--- src/rtl/bcd_cascade_pkg.sv ---
// rtl/bcd_cascade_pkg.sv - shared widths, segment lookup and prescaler width helper
package bcd_cascade_pkg;

    localparam int SEG_WIDTH   = 8;
    localparam int DIGIT_WIDTH = 4;

    // Hex digit to segment pattern, bit order {dp,g,f,e,d,c,b,a}, active-high, dp off.
    localparam logic [SEG_WIDTH-1:0] SEG_LUT [16] = '{
        8'h3F, 8'h06, 8'h5B, 8'h4F, 8'h66, 8'h6D, 8'h7D, 8'h07,
        8'h7F, 8'h6F, 8'h77, 8'h7C, 8'h39, 8'h5E, 8'h79, 8'h71
    };

    // Prescaler register width; a divide of 1 still keeps a 1-bit register.
    function automatic int prescale_width(input int div);
        return (div <= 1) ? 1 : $clog2(div);
    endfunction

endpackage

--- src/rtl/bcd_cascade_counter_display_digit_cell.sv ---
// rtl/bcd_cascade_counter_display_digit_cell.sv - one radix-BASE counter digit
//
// Ports:
//   clk, rst      clock, synchronous active-high reset (value -> 0)
//   step_in       advance this digit by one in the up_down direction
//   up_down       1 = up, 0 = down
//   load          parallel load strobe, takes priority over step_in
//   load_val      value to load, clamped to BASE-1
//   value         registered digit value
//   at_limit      digit sits at BASE-1 (up) or 0 (down), i.e. the next step rolls over
module digit_cell
    import bcd_cascade_pkg::*;
#(
    parameter int BASE = 10
) (
    input  logic                   clk,
    input  logic                   rst,
    input  logic                   step_in,
    input  logic                   up_down,
    input  logic                   load,
    input  logic [DIGIT_WIDTH-1:0] load_val,
    output logic [DIGIT_WIDTH-1:0] value,
    output logic                   at_limit
);

    localparam logic [DIGIT_WIDTH-1:0] MAX_VAL = DIGIT_WIDTH'(BASE - 1);

    always_ff @(posedge clk) begin
        if (rst) begin
            value <= '0;
        end else if (load) begin
            value <= (load_val > MAX_VAL) ? MAX_VAL : load_val;
        end else if (step_in) begin
            if (up_down) begin
                value <= (value == MAX_VAL) ? '0 : value + 1'b1;
            end else begin
                value <= (value == '0) ? MAX_VAL : value - 1'b1;
            end
        end
    end

    assign at_limit = up_down ? (value == MAX_VAL) : (value == '0);

endmodule

--- src/rtl/bcd_cascade_counter_display.sv ---
// rtl/bcd_cascade_counter_display.sv - cascaded radix-BASE up/down counter with 7-segment outputs
//
// Optional feature macro: BCD_CASCADE_BLANK_LEADING_ZERO_EN (blank leading zero digits).
//
// Ports:
//   clk        system clock
//   rst        synchronous active-high reset
//   en         count enable; low freezes prescaler and digits
//   up_down    1 = count up, 0 = count down (sampled on tick)
//   load       synchronous parallel load strobe
//   load_data  DIGITS x 4-bit digits, digit 0 in [3:0]
//   count      registered digit values, same packing as load_data
//   wrap       one-cycle pulse after a full-range wrap
//   out_leds   DIGITS x 8-bit segment patterns, digit 0 in [7:0]
module bcd_cascade_counter_display
    import bcd_cascade_pkg::*;
#(
    parameter int DIGITS   = 6,
    parameter int BASE     = 10,
    parameter int TICK_DIV = 1
) (
    input  logic                          clk,
    input  logic                          rst,
    input  logic                          en,
    input  logic                          up_down,
    input  logic                          load,
    input  logic [DIGITS*DIGIT_WIDTH-1:0] load_data,
    output logic [DIGITS*DIGIT_WIDTH-1:0] count,
    output logic                          wrap,
    output logic [DIGITS*SEG_WIDTH-1:0]   out_leds
);

    localparam int PRESC_W = prescale_width(TICK_DIV);
    localparam logic [PRESC_W-1:0] PRESC_LAST = PRESC_W'(TICK_DIV - 1);

    logic [PRESC_W-1:0] presc;
    logic               tick;
    logic [DIGITS-1:0]  at_limit;
    logic [DIGITS-1:0]  step;

    // With TICK_DIV=1 presc stays 0 == PRESC_LAST, so tick degenerates to en.
    assign tick = en && (presc == PRESC_LAST);

    always_ff @(posedge clk) begin
        if (rst || load) begin
            presc <= '0;
        end else if (en) begin
            presc <= tick ? '0 : presc + 1'b1;
        end
    end

    // Carry/borrow chain is purely combinational so every digit moves on the same edge.
    assign step[0] = tick;
    for (genvar i = 1; i < DIGITS; i++) begin : g_chain
        assign step[i] = step[i-1] & at_limit[i-1];
    end

    for (genvar i = 0; i < DIGITS; i++) begin : g_digit
        digit_cell #(
            .BASE(BASE)
        ) u_digit (
            .clk      (clk),
            .rst      (rst),
            .step_in  (step[i]),
            .up_down  (up_down),
            .load     (load),
            .load_val (load_data[i*DIGIT_WIDTH +: DIGIT_WIDTH]),
            .value    (count[i*DIGIT_WIDTH +: DIGIT_WIDTH]),
            .at_limit (at_limit[i])
        );
    end

    // A step that reaches past the top digit is a full-range wrap.
    always_ff @(posedge clk) begin
        if (rst || load) begin
            wrap <= 1'b0;
        end else begin
            wrap <= step[DIGITS-1] & at_limit[DIGITS-1];
        end
    end

    always_comb begin
        logic [DIGIT_WIDTH-1:0] d;
        logic                   seen_nonzero;
        out_leds     = '0;
        d            = '0;
        seen_nonzero = 1'b0;
        // Walk from the most significant digit so leading zeros can be detected.
        for (int i = DIGITS - 1; i >= 0; i--) begin
            d = count[i*DIGIT_WIDTH +: DIGIT_WIDTH];
            if (d != '0) begin
                seen_nonzero = 1'b1;
            end
`ifdef BCD_CASCADE_BLANK_LEADING_ZERO_EN
            if (seen_nonzero || (i == 0)) begin
                out_leds[i*SEG_WIDTH +: SEG_WIDTH] = SEG_LUT[d];
            end
`else
            out_leds[i*SEG_WIDTH +: SEG_WIDTH] = SEG_LUT[d];
`endif
        end
    end

endmodule

--- config.mk ---
export PLATFORM = sky130hd
export DESIGN_NAME = bcd_cascade_counter_display
export DESIGN_NICKNAME = d
export VERILOG_FILES = /design/src/rtl/bcd_cascade_pkg.sv /design/src/rtl/bcd_cascade_counter_display_digit_cell.sv /design/src/rtl/bcd_cascade_counter_display.sv
export SDC_FILE = /design/constraint.sdc
export NUM_CORES = 1
export LEC_CHECK = 0
export ABC_AREA = 1
export CORE_UTILIZATION = 64
export DETAILED_ROUTE_END_ITERATION = 8
export DONT_BUFFER_PORTS = 1
export GPL_TIMING_DRIVEN = 0
export PLACE_DENSITY = 0.82
export SLEW_MARGIN = 20
export SYNTH_ARGS = -nofsm -noshare
export SYNTH_HDL_FRONTEND = slang
export SYNTH_HIERARCHICAL = 1
export SYNTH_SLANG_ARGS = --single-unit
--- constraint.sdc ---
create_clock -name clk -period 1.96 [get_ports clk]
set_input_delay 0.49 -clock clk [delete_from_list [all_inputs] [get_ports clk]]
set_output_delay 0.49 -clock clk [all_outputs]
set_load 0.02 [all_outputs]
==> metrics list, run 1 <==
- Outcome: complete, no violations
* Core Rows: 28
- Final critical-path share of the clock period: 99.8%
- Timing analysis after detailed placement gives a worst setup slack of -0.306 ns.
- The number of endpoints with negative hold slack in the final report was 0.
- In this run, the number of DRC markers left after iteration 0 of detailed routing was 299.
- Most frequent cells after synthesis: nand2_1 (178), inv_1 (88), nor2_1 (57)
- The die covers 6460 sq um.
- Multiplexer share of the synthesized area: 0%
- The critical path in this run is classified as reg -> out.
* Number of enable-type register cells in the synthesized netlist: 0
* Pwr dens: 473 nW/um^2
* Master cell of the clock root buffer: clkbuf_8
- The initial utilization of the core area, before any placement, comes to 66.4%.
- Clock Sinks: 26
- Leak: 0.00228 uW
- The routed layout has 4379 vias.
- Overall fraction of global-route tracks in use: 29.2%
- By area, the combinational part of the netlist is dominated by simple AND/OR/NAND/NOR gates.
* Setup clock skew after layout: 0.00770 ns
- Number of buffers created by CTS: 3
- Setup slack on the critical path of the routed design comes to 0.00349 ns.
- The pre-antenna-repair detailed-routing pass consisted of 4 iterations.
- Share of flip-flops with an asynchronous set or reset: 0%
- Averaged over all synthesized cells, the footprint is 5.91 sq um.
- Required time of the worst setup path: 1.47 ns
- Most frequently used cell type in the post-synthesis netlist: nand2_1
- Data arrival time of the worst path: 1.47 ns
* Final setup vio count: 0
- Counting instances, the worst hold path has a depth of 1.
- The synthesized netlist devotes 20.3% of its cell area to compound gates.
* Number of buffers added on ports: 0
* Ratio of routed vias to standard cells: 5.69
* Fraction of the mapped netlist area in adder cells: 13.4%
- Total wirelength of the detailed-routed design: 10600 microns
- Final worst hold slack: 0.252 ns
- Number of buffers added to fix hold violations after cts: 0
- The longest clock path from root to sink contains 2 buffers.
* Count of state elements after synthesis: 26
- Final net count: 766
* Hold Path Origin: rst
- Of the total synthesized cell area, the portion taken by AND, OR, NAND and NOR gates is 36.1%.
* Core Area: 5920 sq um
- Top area cells in the synthesized netlist: nand2_1 (17%), ha_1 (13%), dfxtp_1 (13%), inv_1 (8.4%), nand3_1 (6.9%)
* Total half-perimeter wirelength after legalization and detailed placement: 6550 microns
- Global-route wire length before repair: 15500 microns
- Pin count of the biggest net entering global routing: 27
* Insertion delay of the later-clocked pin in the worst-skew pair: 0.28 ns
* Top_reg_cell synth: dfxtp_1
- Max-slew violation count: 0
- After detailed placement, the total cell area comes to 4050 sq um.
* Nature of the critical path startpoint: register
- The startpoint identified for the worst register-to-register timing path is g_digit[0].u_digit/value[1].
- TritonCTS built the clock tree.
- Depth of the worst register-to-register path: 11
- In this run the register-to-register setup slack is 0.04 ns.
* Portion of synthesized cell area occupied by the leading cell type: 17.0%
- Cells with a size suffix above 1 make up 37.0% of the layout.
* Post-Synth XOR/XNOR Area: 0%
- The number of antenna violations at the first check in global routing is 0.
- Of all cell types, the one taking the most synthesized area is nand2_1.
- Derived from the worst setup path, the maximum achievable clock frequency is 511 MHz.
- Instance count of the mapped netlist: 666
* Unrepaired setup endpoints after global routing: true
- In the final timing run, aggregate negative setup slack is 0 ns.
- Counting I/O delays and the setup requirement, the final critical path takes 1.96 ns.
* Worst-case hold path end point: g_digit[4].u_digit/value[1]
- Sum of overflow across all layers after global routing: 0
- Remaining number of nets flagged by the antenna check after routing: 0
* HP Class: in -> reg
- Vias in the first global route: 3761
* Total standard cell area after synthesis: 3930 sq um
- During synthesis, Yosys emitted a total of 6 warnings.
- Maximum net fanout on the critical path: 13
* Filler Cell Count: 397
- Number of inserted diodes: 0
- Routability-driven placement finished with a final weighted congestion of 0.878.
- Count of different cell masters after synthesis: 29
- Max-capacitance violation count: 0
- Area Growth Syn to Fin: 25.2%
- For this design the top-level I/O count stands at 102.
* Clock input transition at the sequential cells of the worst setup and hold paths: 0.10 ns
- VDD sags by at most 333 uV.
- Post-route cell area: 4930 sq um
- The die is 80.4 microns tall.
* Die W: 80.4 microns
- After detailed routing, the number of remaining DRC violations is 0.
- In this run the critical register-to-register path is captured at g_digit[4].u_digit/value[3].
- After synthesis, flip-flops and latches occupy 13.2% of the total area.
- Routed wire per std cell: 13.8 microns
* Number of H-tree branching levels: 1
- The worst setup path is captured at a primary output.
flip-flops by register name, indices dropped and copies added, names as in the netlist:
signal and count:
g_digit.u_digit/value 24, presc 1, wrap 1
report_power, final:
part	total, uW	switching (uW)	internal (uW)
Sequential	706	148	557
Combinational	1160	729	434
Clock	463	189	274
Total	2330	1070	1270
worst max-delay path, cell delays in order, from the launching register on:
cell and delay (ns):
dfxtp_2 0.57, inv_1 0.21, a31oi_2 0.40
cell usage in the layout (no fill, tap or decap), types with 7 or more instances in the layout:
| cell | instances |
|---|---|
| a21oi_1 | 25 |
| buf_6 | 7 |
| nand3_2 | 7 |
| nor2_4 | 7 |
| nor2_1 | 46 |
| nor2_2 | 18 |
| a21oi_2 | 16 |
| o21ai_0 | 30 |
| inv_2 | 40 |
| inv_4 | 9 |
| o21ai_2 | 16 |
| nand3_1 | 54 |
| ha_2 | 7 |
| ha_4 | 9 |
| nand2_1 | 151 |
| nand4_1 | 7 |
| nand2_2 | 29 |
| buf_4 | 19 |
| ha_1 | 26 |
| inv_1 | 63 |
| dfxtp_4 | 19 |
| o21ai_1 | 11 |
per-stage QoR:
stage,cells,power [uW],utilization [%]
after global placement,746,1580,68.5
final,769,2330,83.2
after detailed placement,746,1590,68.5
after CTS,761,2180,76.3
after floorplan,671,1470,-
after global routing,769,2480,83.2
cells by family (layout without fill, tap and decap cells):
| logic type | count (synthesis) | after routing |
|---|---|---|
| AND/OR/NAND/NOR | 326 | 326 |
| buffers and inverters | 136 | 159 |
| AO/OA/AOI/OAI | 135 | 135 |
| adder cells (fa/ha/maj) | 42 | 42 |
| flip-flops | 26 | 26 |
| other | 1 | 6 |
per-layer routing:
layer  wire length [microns]  up-vias  global-route usage, %
li1                        -     2197                      -
met1                    4370     2013                   33.7
met2                    5540      154                   55.4
met3                     542       15                   2.16
met4                     142        0                   10.7
met5                       0        -                      0
worst max-delay path by stage:
stage / to / depth (start not counted) / slack [ns] / start
2_1_floorplan: out_leds[43] / 6 / 0.002 / g_digit[5].u_digit/value[0]
4_1_cts: out_leds[19] / 6 / -0.04 / g_digit[2].u_digit/value[1]
3_5_place_dp: g_digit[5].u_digit/value[3] / 13 / -0.31 / g_digit[0].u_digit/value[3]
3_3_place_gp: g_digit[5].u_digit/value[3] / 13 / -0.24 / g_digit[0].u_digit/value[3]
5_1_grt: g_digit[4].u_digit/value[3] / 11 / -0.11 / g_digit[0].u_digit/value[1]
6_report: out_leds[30] / 2 / 0.003 / g_digit[3].u_digit/value[3]
layout make-up:
type	instances	area (sq um)	area share [%]
plain buffers	15	134	2.72
clock buffers	3	41.3	0.838
clock inverters	1	30.0	0.610
inverters	121	574	11.7
multi-input cells	509	3310	67.2
flip-flops and latches	26	598	12.1
well taps	75	93.8	1.91
repair buffers	19	145	2.95
repair_timing:
item,in CTS,in global routing
resized for setup,101,114
setup buffers,11,8
pin swaps,6,41
setup endpoints to repair,61,51
(Power assumes the default switching activity.)
==> run 2: changes to the inputs <==
CELL_PAD_IN_SITES_DETAIL_PLACEMENT = 0   (was default)
CELL_PAD_IN_SITES_GLOBAL_PLACEMENT = 1   (was default)
CORE_UTILIZATION = 40   (was 64)
PLACE_DENSITY = 0.8   (was 0.82)
clock period = 1.6 ns   (was 1.96 ns; I/O delays follow)
==> metrics list, run 2 (synthesis results as in run 1) <==
* Registers with the most flip-flops: g_digit.u_digit/value x24, presc x1, wrap x1
* Cell at the slowest stage of the critical path: dfxtp_4
- The first-pass GRT wire length is 19300 microns (+24%).
- Total wirelength of the detailed-routed design: 13000 microns (+23%)
- Of the available clock period, the critical path in the final layout requires 118%.
* Data arrival time of the worst path: 1.49 ns (+0.02 ns)
- Most frequent cells in the layout: nand2_1 (123), nand3_1 (48), inv_2 (45)
- Clock Sinks: 26 (unchanged)
- Initial Util: 42.0% (-24 points)
- Setup repair after global routing could not meet its margin everywhere.
* Area Growth Syn to Fin: 59.4%
- The core footprint was 9370 sq um (+58%).
- The deepest clock path buffer count is 2 (unchanged).
- The leakage dissipation was 0.00267 uW (+17%).
* Crit path buffers/inverters: 1 (unchanged)
* Routed wire per std cell: 15.2 microns (+10%)
* Proportion of layout cells with a drive suffix above 1: 55.7% (+19 points)
* Most frequent standard cell in the layout excluding fill and tap cells: nand2_1
- The run finished, with violations left.
- Final Util: 66.9% (-16 points)
* Maximum net fanout on the critical path: 8 (-5)
- Final critical-path required period: 1.89 ns
- Vias after detailed routing: 4566 (+4.3%)
* Height of the die: 101 microns (+26%)
* Max reg flops: 24 (unchanged)
- The total global routing track utilization came to 22.7% (-6.5 points).
* Ratio of routed vias to standard cells: 5.32 (-6.5%)
* Path type of the worst setup path: reg -> out
- Vias in the first global route: 4165 (+11%)
- Clock input transition at the sequential cells of the worst setup and hold paths: 0.10 ns (about the same)
* Count of pins on the block boundary: 102 (unchanged)
* Crit path largest cell delay: 0.48 ns (-0.09 ns)
* Sum of overflow across all layers after global routing: 0 (unchanged)
* Cells after DPL: 800 (+7.2%)
* Register with the most flip-flops: g_digit.u_digit/value
- HP Class: in -> reg
* Final setup margin: -0.291 ns (-0.294 ns)
- Placed Area: 4310 sq um (+6.2%)
- Post-route cell area: 6270 sq um (+27%)
- Setup TNS: -12.04 ns (-12.04 ns)
- The row count is 35 (+25%).
- The final non-filler cell total was 858 (+12%).
* Weighted congestion at the end of routability-driven global placement: 0.847 (-3.6%)
* Failing checks: negative setup slack
* Setup clock skew after layout: 0.00236 ns (-0.00534 ns)
* Pwr dens: 517 nW/um^2 (+9.3%)
- Kind of end point of the critical path: primary output
- Number of buffers added to fix hold violations after cts: 0 (unchanged)
- Number of antenna violations at the first check in global routing: 0 (unchanged)
* Remaining number of nets flagged by the antenna check after routing: 0 (unchanged)
* Max-slew violation count: 0 (unchanged)
- The total number of H-tree levels came to 1 (unchanged).
* Master cell of the clock root buffer: clkbuf_8
- For this run, the top clock speed supported by timing is 529 MHz.
* Total half-perimeter wirelength after legalization and detailed placement: 7340 microns (+12%)
- The antenna diode count was 0 (unchanged).
* Pre-CTS worst setup slack: -0.396 ns (-0.0909 ns)
* Max-capacitance violation count: 0 (unchanged)
- Number of buffers created by CTS: 3 (unchanged)
- Pin count of the biggest net entering global routing: 27 (unchanged)
- Total Die Area: 10200 sq um (+58%)
- Maximum resistive drop on vdd: 380 uV (+14%)
- Final net count: 801 (+4.6%)
- The clock latency on the worst-skew pair is 0.28 ns (about the same).
- The quantity of I/O buffers inserted on ports was 0 (unchanged).
- Total count of hold-check failures in the final report: 0 (unchanged)
- Count of routing violations after the opening detailed-route iteration: 188 (-37%)
- On the critical path the largest part of the delay comes from flip-flops.
- The number of setup violations in the final report came to 63 (+63).
- First-pass iteration count of the detailed router: 6 (+2)
* Crit-path cells: inv_6 > ha_4 > nand2_4 > nand2_4 > nor2_4 > a31oi_4
- The critical path data required time is 1.20 ns (-0.27 ns).
* Die W: 101 microns (+26%)
* Crit path top cell by count: nand2_4
- Nature of the critical path startpoint: register
- DRC viols: 0 (unchanged)
- TritonCTS built the clock tree.
[run 2: repair_timing]
action / in CTS / in global routing
pin swaps: 64 / 62
setup buffers: 29 / 25
resized for setup: 285 / 135
endpoints found under the setup margin: 62 / 63
[run 2: area by class of cell]
type	count	area, sq um
Multi-Input combinational cell	509	4180
Fill cell	769	3100
Inverter	121	641
Sequential cell	26	611
Timing Repair Buffer	54	460
Tap cell	129	161
Buffer	15	159
Clock buffer	4	55.1
[run 2: power breakdown]
group          switching (uW)  internal (uW)
Combinational            1120            783
Clock                     238            221
Sequential                202            678
Total                    1560           1680
[run 2: final timing paths]
kind	end	slack, ns	cells past startpoint	from
setup / recovery	out_leds[19]	-0.29	6	g_digit[2].u_digit/value[1]
hold / removal	g_digit[3].u_digit/value[2]	0.16	1	rst
setup reg to reg	g_digit[5].u_digit/value[3]	-0.29	13	g_digit[0].u_digit/value[1]
hold reg to reg	presc	0.51	2	presc
[run 2: stage by stage]
stage / hold slack (ns) / total power, uW
after CTS: 0.145 / 2940
final: 0.161 / 3240
after detailed placement: 0.461 / 2030
after global placement: 0.459 / 2020
after global routing: 0.143 / 3460
after floorplan: 0.455 / 1850
[run 2: layer usage]
layer,share of wire (%),track usage [%]
met3,5.2,4.42
met4,2.0,4.12
met5,0,0
met1,42,28.6
met2,51,40.4
